==> src/rtl/rr_arbiter4.sv <==
// Four-requester round-robin arbiter: one grant at a time, held until done or request drop.
// Optional forced release after TIMEOUT_CYCLES is enabled by defining RR_ARB_TIMEOUT_EN.
module rr_arbiter4 #(
    parameter int TIMEOUT_CYCLES = 16
) (
    input  logic       clk,
    input  logic       rst_n,
    input  logic [3:0] req,
    input  logic       done,
    output logic [3:0] gnt,
    output logic [1:0] gnt_idx,
    output logic       gnt_vld,
    output logic       timeout
);

    typedef enum logic {
        IDLE = 1'b0,
        BUSY = 1'b1
    } state_t;

    state_t     state_q, state_d;
    logic [1:0] ptr_q, ptr_d;
    logic [1:0] idx_q, idx_d;
    logic [3:0] gnt_q, gnt_d;
    logic [1:0] win_idx;
    logic       win_found;
    logic       rel_normal;
    logic       force_rel;

    generate
        if (TIMEOUT_CYCLES < 2) begin : g_param_check
            $error("rr_arbiter4: TIMEOUT_CYCLES must be >= 2");
        end
    endgenerate

    // First requester at or after ptr, wrapping modulo 4.
    always_comb begin
        // NOTE: every variable gets a default before any branch so no latch is inferred.
        win_found = 1'b0;
        win_idx   = ptr_q;
        for (int i = 0; i < 4; i++) begin
            if (!win_found && req[ptr_q + 2'(i)]) begin
                win_found = 1'b1;
                win_idx   = ptr_q + 2'(i);
            end
        end
    end

    assign rel_normal = (state_q == BUSY) && (done || !req[idx_q]);

    always_comb begin
        state_d = state_q;
        ptr_d   = ptr_q;
        idx_d   = idx_q;
        case (state_q)
            IDLE: begin
                if (win_found) begin
                    state_d = BUSY;
                    idx_d   = win_idx;
                end
            end
            BUSY: begin
                if (rel_normal || force_rel) begin
                    state_d = IDLE;
                    ptr_d   = idx_q + 2'd1;
                end
            end
            default: state_d = IDLE;
        endcase
        gnt_d = (state_d == BUSY) ? (4'b0001 << idx_d) : 4'b0000;
    end

    always_ff @(posedge clk or negedge rst_n) begin
        // NOTE: sequential state uses non-blocking assignments so all flops update together.
        if (!rst_n) begin
            state_q <= IDLE;
            ptr_q   <= 2'd0;
            idx_q   <= 2'd0;
            gnt_q   <= 4'b0000;
        end else begin
            state_q <= state_d;
            ptr_q   <= ptr_d;
            idx_q   <= idx_d;
            gnt_q   <= gnt_d;
        end
    end

    assign gnt     = gnt_q;
    assign gnt_idx = idx_q;
    assign gnt_vld = (state_q == BUSY);

`ifdef RR_ARB_TIMEOUT_EN
    localparam int CNT_W = $clog2(TIMEOUT_CYCLES) + 1;

    logic [CNT_W-1:0] hold_cnt_q, hold_cnt_d;
    logic             timeout_q, timeout_d;

    // Counter sits at zero in IDLE, so the first visible grant cycle counts as zero.
    always_comb begin
        hold_cnt_d = (state_q == BUSY) ? hold_cnt_q + CNT_W'(1) : '0;
        if (state_d == IDLE) begin
            hold_cnt_d = '0;
        end
    end

    assign force_rel = (state_q == BUSY) && (hold_cnt_q == CNT_W'(TIMEOUT_CYCLES - 1));
    assign timeout_d = force_rel && !rel_normal;

    always_ff @(posedge clk or negedge rst_n) begin
        if (!rst_n) begin
            hold_cnt_q <= '0;
            timeout_q  <= 1'b0;
        end else begin
            hold_cnt_q <= hold_cnt_d;
            timeout_q  <= timeout_d;
        end
    end

    assign timeout = timeout_q;
`else
    assign force_rel = 1'b0;
    assign timeout   = 1'b0;
`endif

endmodule
==> config.mk <==
export PLATFORM = sky130hd
export DESIGN_NAME = rr_arbiter4
export DESIGN_NICKNAME = d
export VERILOG_FILES = /design/src/rtl/rr_arbiter4.sv
export SDC_FILE = /design/constraint.sdc
export NUM_CORES = 1
export LEC_CHECK = 0
export ABC_CLOCK_PERIOD_IN_PS = 3500
export CORE_AREA = 10 10 47 49
export CTS_CLUSTER_SIZE = 8
export DETAILED_ROUTE_END_ITERATION = 16
export DIE_AREA = 0 0 57 59
export PLACE_DENSITY = 0.72
export SKIP_LAST_GASP = 1
export SYNTH_ARGS = -nofsm -noshare
export SYNTH_HDL_FRONTEND = slang
export SYNTH_SLANG_ARGS = --single-unit
==> constraint.sdc <==
create_clock -name clk -period 3.5 [get_ports clk]
set_input_delay 0.875 -clock clk [delete_from_list [all_inputs] [get_ports clk]]
set_output_delay 0.875 -clock clk [all_outputs]
set_load 0.01 [all_outputs]
Word-level counts from Yosys, hierarchy flattened
Cells that the tools add are included.

operators by class
  $add $sub $neg = 4
  order comparisons = 5
  shift operators = 1
  multiplexer cells = 23
  bitwise gates (word level) = 1
  reduce and logical (&&, ||, !) cells = 10

operator list
  cell                                                number
  < comparator 2 x 3 -> 1 bit, second input constant  5
  2-to-1 mux 1 bit                                    11
  binary-select mux 1 bit (select 2 bit)              5
  2-to-1 mux 2 bit                                    5
  adder 2 x 1 -> 2 bit, second input constant         2
  adder 2 bit, second input constant                  2
  logical AND 1 bit                                   4
  zero test 1 bit                                     4
  2-to-1 mux 4 bit                                    1
  << shifter 1 x 2 -> 4 bit, first input constant     1
  one-hot mux 1 bit (2 select lines)                  1
  AND reduction 2 bit                                 1
  logical OR 1 bit                                    1
  NOT 1 bit                                           1

storage, ports and cells
  bits in registers = 9
  logic and storage cells = 48

Logic depth before layout (Yosys ltp)
  depth in word-level cells = 16
  gate-level depth with buffers = 5
  gate-level depth less buffers = 5

Worst setup path before layout
No wires, ideal clock.

  path type = input port to flip-flop
  from = input req[1]
  to = register gnt_q[0] (netlist: gnt[0])
  library setup time = 137 ps
  arrival = 1816 ps
  path slack = 1548 ps
  stages = 4
  path through = mux4_1 > nor2b_1 > a21oi_2 > a211oi_1

between the ends
  cells in the longest elaborated chain, start to end = 16

ends and longest elaborated chain
  item                                                         RTL line  text
  start: declaration                                           8         input logic [3:0] req,
  binary-select mux 1 bit (select 2 bit)                       42        if (!win_found && req[ptr_q + 2'(i)]) begin
  2-to-1 mux 1 bit (not written as such)                       42
  2-to-1 mux 1 bit                                             42
  zero test 1 bit                                              42
  logical AND 1 bit                                            42
  2-to-1 mux 1 bit                                             42
  zero test 1 bit                                              42
  logical AND 1 bit                                            42
  2-to-1 mux 1 bit                                             42
  zero test 1 bit                                              42
  logical AND 1 bit                                            42
  2-to-1 mux 2 bit / 2-to-1 mux 1 bit (equally long branches)  42
  2-to-1 mux 2 bit                                             57        if (win_found) begin
  2-to-1 mux 2 bit                                             55        case (state_q)
  << shifter 1 x 2 -> 4 bit                                    70        gnt_d = (state_d == BUSY) ? (4'b0001 << idx_d) : 4'b0000;
  2-to-1 mux 4 bit *                                           70
  via gnt_d[0]                                                 24        logic [3:0] gnt_q, gnt_d;
  end signal: assignment                                       84        gnt_q <= gnt_d;
  end: declaration                                             24

The timed path passes the listed nets; every way through them passes the cells marked *. The select of a mux whose other input is x is not followed.
A chain may end at the register's enable or synchronous reset.

Final worst setup path
  from = input req[3]
  to = register gnt_q[2] (netlist: gnt[2])

Same word-level chain as after synthesis.

==> results.cfg <==
[worst_setup_path]
path_cells = clkdlybuf4s50_1, mux4_1, nor2b_1, a21oi_2, nor4_1
critPathMaxFanout = 9
worst-path-buf-inv = 1
slowest_stage = clkdlybuf4s50_1
startpoint_type = input pin
critPathTopFamily = buffers and inverters
cp_data_required_time_ns = 3.63
critPathKind = in -> reg
arrival_ns = 2.48
cp_slowest_stage_delay_ns = 0.53
critPathCaptureType = flip-flop

[floorplan]
start_util = 0.369
die_area_sq_um = 3360
boundaryPins = 15
fp.dieW_microns = 57
rows = 14
core_sq_um = 1400
chipHeight_microns = 59

[synthesis]
avgSynthCellArea_sq_um = 10.5
synth-seq-cells = 9
ys_types = 29
synth_fp_nets = 56
yosysSeqAreaShare = 0.436
yosys_warnings = 0
synth_cells = 49
synth_area_sq_um = 517

[detailed_routing]
wl_met3_microns = 114
wl_mm = 1.16
wl_per_cell_microns = 14.3
viasPerCell = 5.14
top_layer_used = met3
wl_met2_microns = 587
postRouteAntennaNets = 0
wl_met1_microns = 456
vias = 416
drt_iter0_drc = 7
drc_errors = 0
drt_pre_antenna_iters = 4

[cts]
post_cts_buffers = 0
cts_buffers = 3
clkSinkCount = 9
ctsLongestPathBuffers = 2
cts_htree_levels = 1
cts_tree = done
insertion_delay_ns = 0.26
clock-root-buffer = clkbuf_4
cts_resized = 0
clk_pin_slew_ns = 0.06
postCtsHoldBufs = 0

[global_routing]
antenna_found_initial = 0
grt_usage = 0.0759
grt_max_degree = 10
grt-ovfl-total = 0
grt_pass1_vias = 451
grt_first_pass_wirelength_mm = 1.99

[place]
gp_congestion = 0.783
dp.cells = 77
dp_hpwl_microns = 933
port_buffers = 13

[sta]
rsz0062_at_grt = false
slew_violations = 0
fin_crit_sh = 0.673
fmaxAchievable_mhz = 425
hold_violations = 0
final-setup-viol-count = 0
finClkSkew_ns = 0.00420
tns_ns = 0
finalCriticalPeriod_ns = 2.35

[pwr]
sw_frac_of_total = 0.391
ir_drop_mv = 0.455
pwr-share-seq = 0.355
pwr-share-clk = 0.137
comb_power_share = 0.508
power_density_nw_per_um2 = 819
switchingPower_mw = 0.219
power.leakage_nw = 0.280
p_int_mw = 0.342
total_power_mw = 0.562

[final_layout]
diodes = 0
final_cell_mix = clkdlybuf4s50_1, dfrtp_1, o21ai_0
fin_util = 0.489
fillers = 136
syn2layout_area_growth_pct = 32.7
drive_gt1_frac = 0.154
stdcell_count = 81
layout_commonest_cell = clkdlybuf4s50_1
final_nets = 73

[job]
max_cap_viol_count = 0

[hold_path]
hp-class = reg -> reg

[run_status]
status = finished, final reports clean
==> synth_stat cells, drive strengths merged <==
cell type	count	share of area
buf	1	0.015
nor3	1	0.0097
a211oi	2	0.039
o211ai	1	0.015
nor2b	3	0.036
inv	3	0.022
nand2b	1	0.012
conb	1	0.0073
dfrtp	9	0.44
mux4	1	0.051
o41a	1	0.022
a21boi	1	0.015
a21oi	2	0.027
o31ai	2	0.029
nor4	3	0.061
o211a	1	0.019
o22ai	1	0.012
or2	3	0.036
o21ai	4	0.039
a21bo	1	0.019
o21a	1	0.015
or2b	1	0.015
nor2	3	0.022
xnor2	1	0.017
and2	1	0.012
==> power groups by stage <==
stage	clock network (mW)	logic (mW)	registers, mW
2_1_floorplan	0	0.162	0.208
3_3_place_gp	0	0.283	0.204
3_5_place_dp	0	0.287	0.202
4_1_cts	0.0822	0.289	0.201
5_1_grt	0.0873	0.317	0.209
6_report	0.0770	0.285	0.200
==> stage by stage <==
| step | worst slack (ns) | instance area [sq um] | hold WS (ns) |
|---|---|---|---|
| after floorplan | 1.55 | 517 | 0.534 |
| after global placement | 0.884 | 659 | 0.575 |
| after detailed placement | 0.857 | 659 | 0.572 |
| after CTS | 1.13 | 686 | 0.593 |
| after global routing | 1.03 | 686 | 0.640 |
| final | 1.15 | 686 | 0.580 |
==> metal layers <==
layer / GRT usage / vias to the layer above
met1: 0.0672 / 194
met4: 0.0302 / 0
met5: 0 / -
met2: 0.130 / 9
met3: 0.0558 / 0
li1: - / 213
==> final timing paths <==
kind	start	cells past startpoint	slack [ns]	end
max	req[3]	5	1.15	gnt[2]$_DFF_PN0_
min	gnt_idx[0]$_DFF_PN0_	1	0.58	ptr_q[0]$_DFFE_PN0P_
max reg2reg	gnt_idx[0]$_DFF_PN0_	4	1.83	gnt[2]$_DFF_PN0_
min reg2reg	gnt_idx[0]$_DFF_PN0_	1	0.58	ptr_q[0]$_DFFE_PN0P_
max in group asynchronous	rst_n	1	2.32	gnt[1]$_DFF_PN0_
min in group asynchronous	rst_n	1	0.90	gnt_idx[0]$_DFF_PN0_
==> cell type report <==
type,count,area [sq um],area share
well taps,16,20.0,0.0292
repair buffers,13,130,0.190
clock buffers,4,26.3,0.0383
inverters,3,11.3,0.0164
flip-flops and latches,9,225,0.328
multi-input cells,36,273,0.398
==> registers in the layout (all words and copies together), names as in the netlist <==
name,count
gnt_vld,1
gnt_idx,2
gnt,4
ptr_q,2
==> cell families after synthesis <==
| kind of cell | count (synthesis) | share of synthesized area |
|---|---|---|
| AO/OA/AOI/OAI | 17 | 0.249 |
| AND/OR/NAND/NOR | 16 | 0.203 |
| flip-flops | 9 | 0.436 |
| buffers and inverters | 4 | 0.0363 |
| XOR/XNOR | 1 | 0.0170 |
| multiplexers | 1 | 0.0509 |
| other | 1 | 0.00726 |
Note: power is estimated with default switching activity, not from simulation.
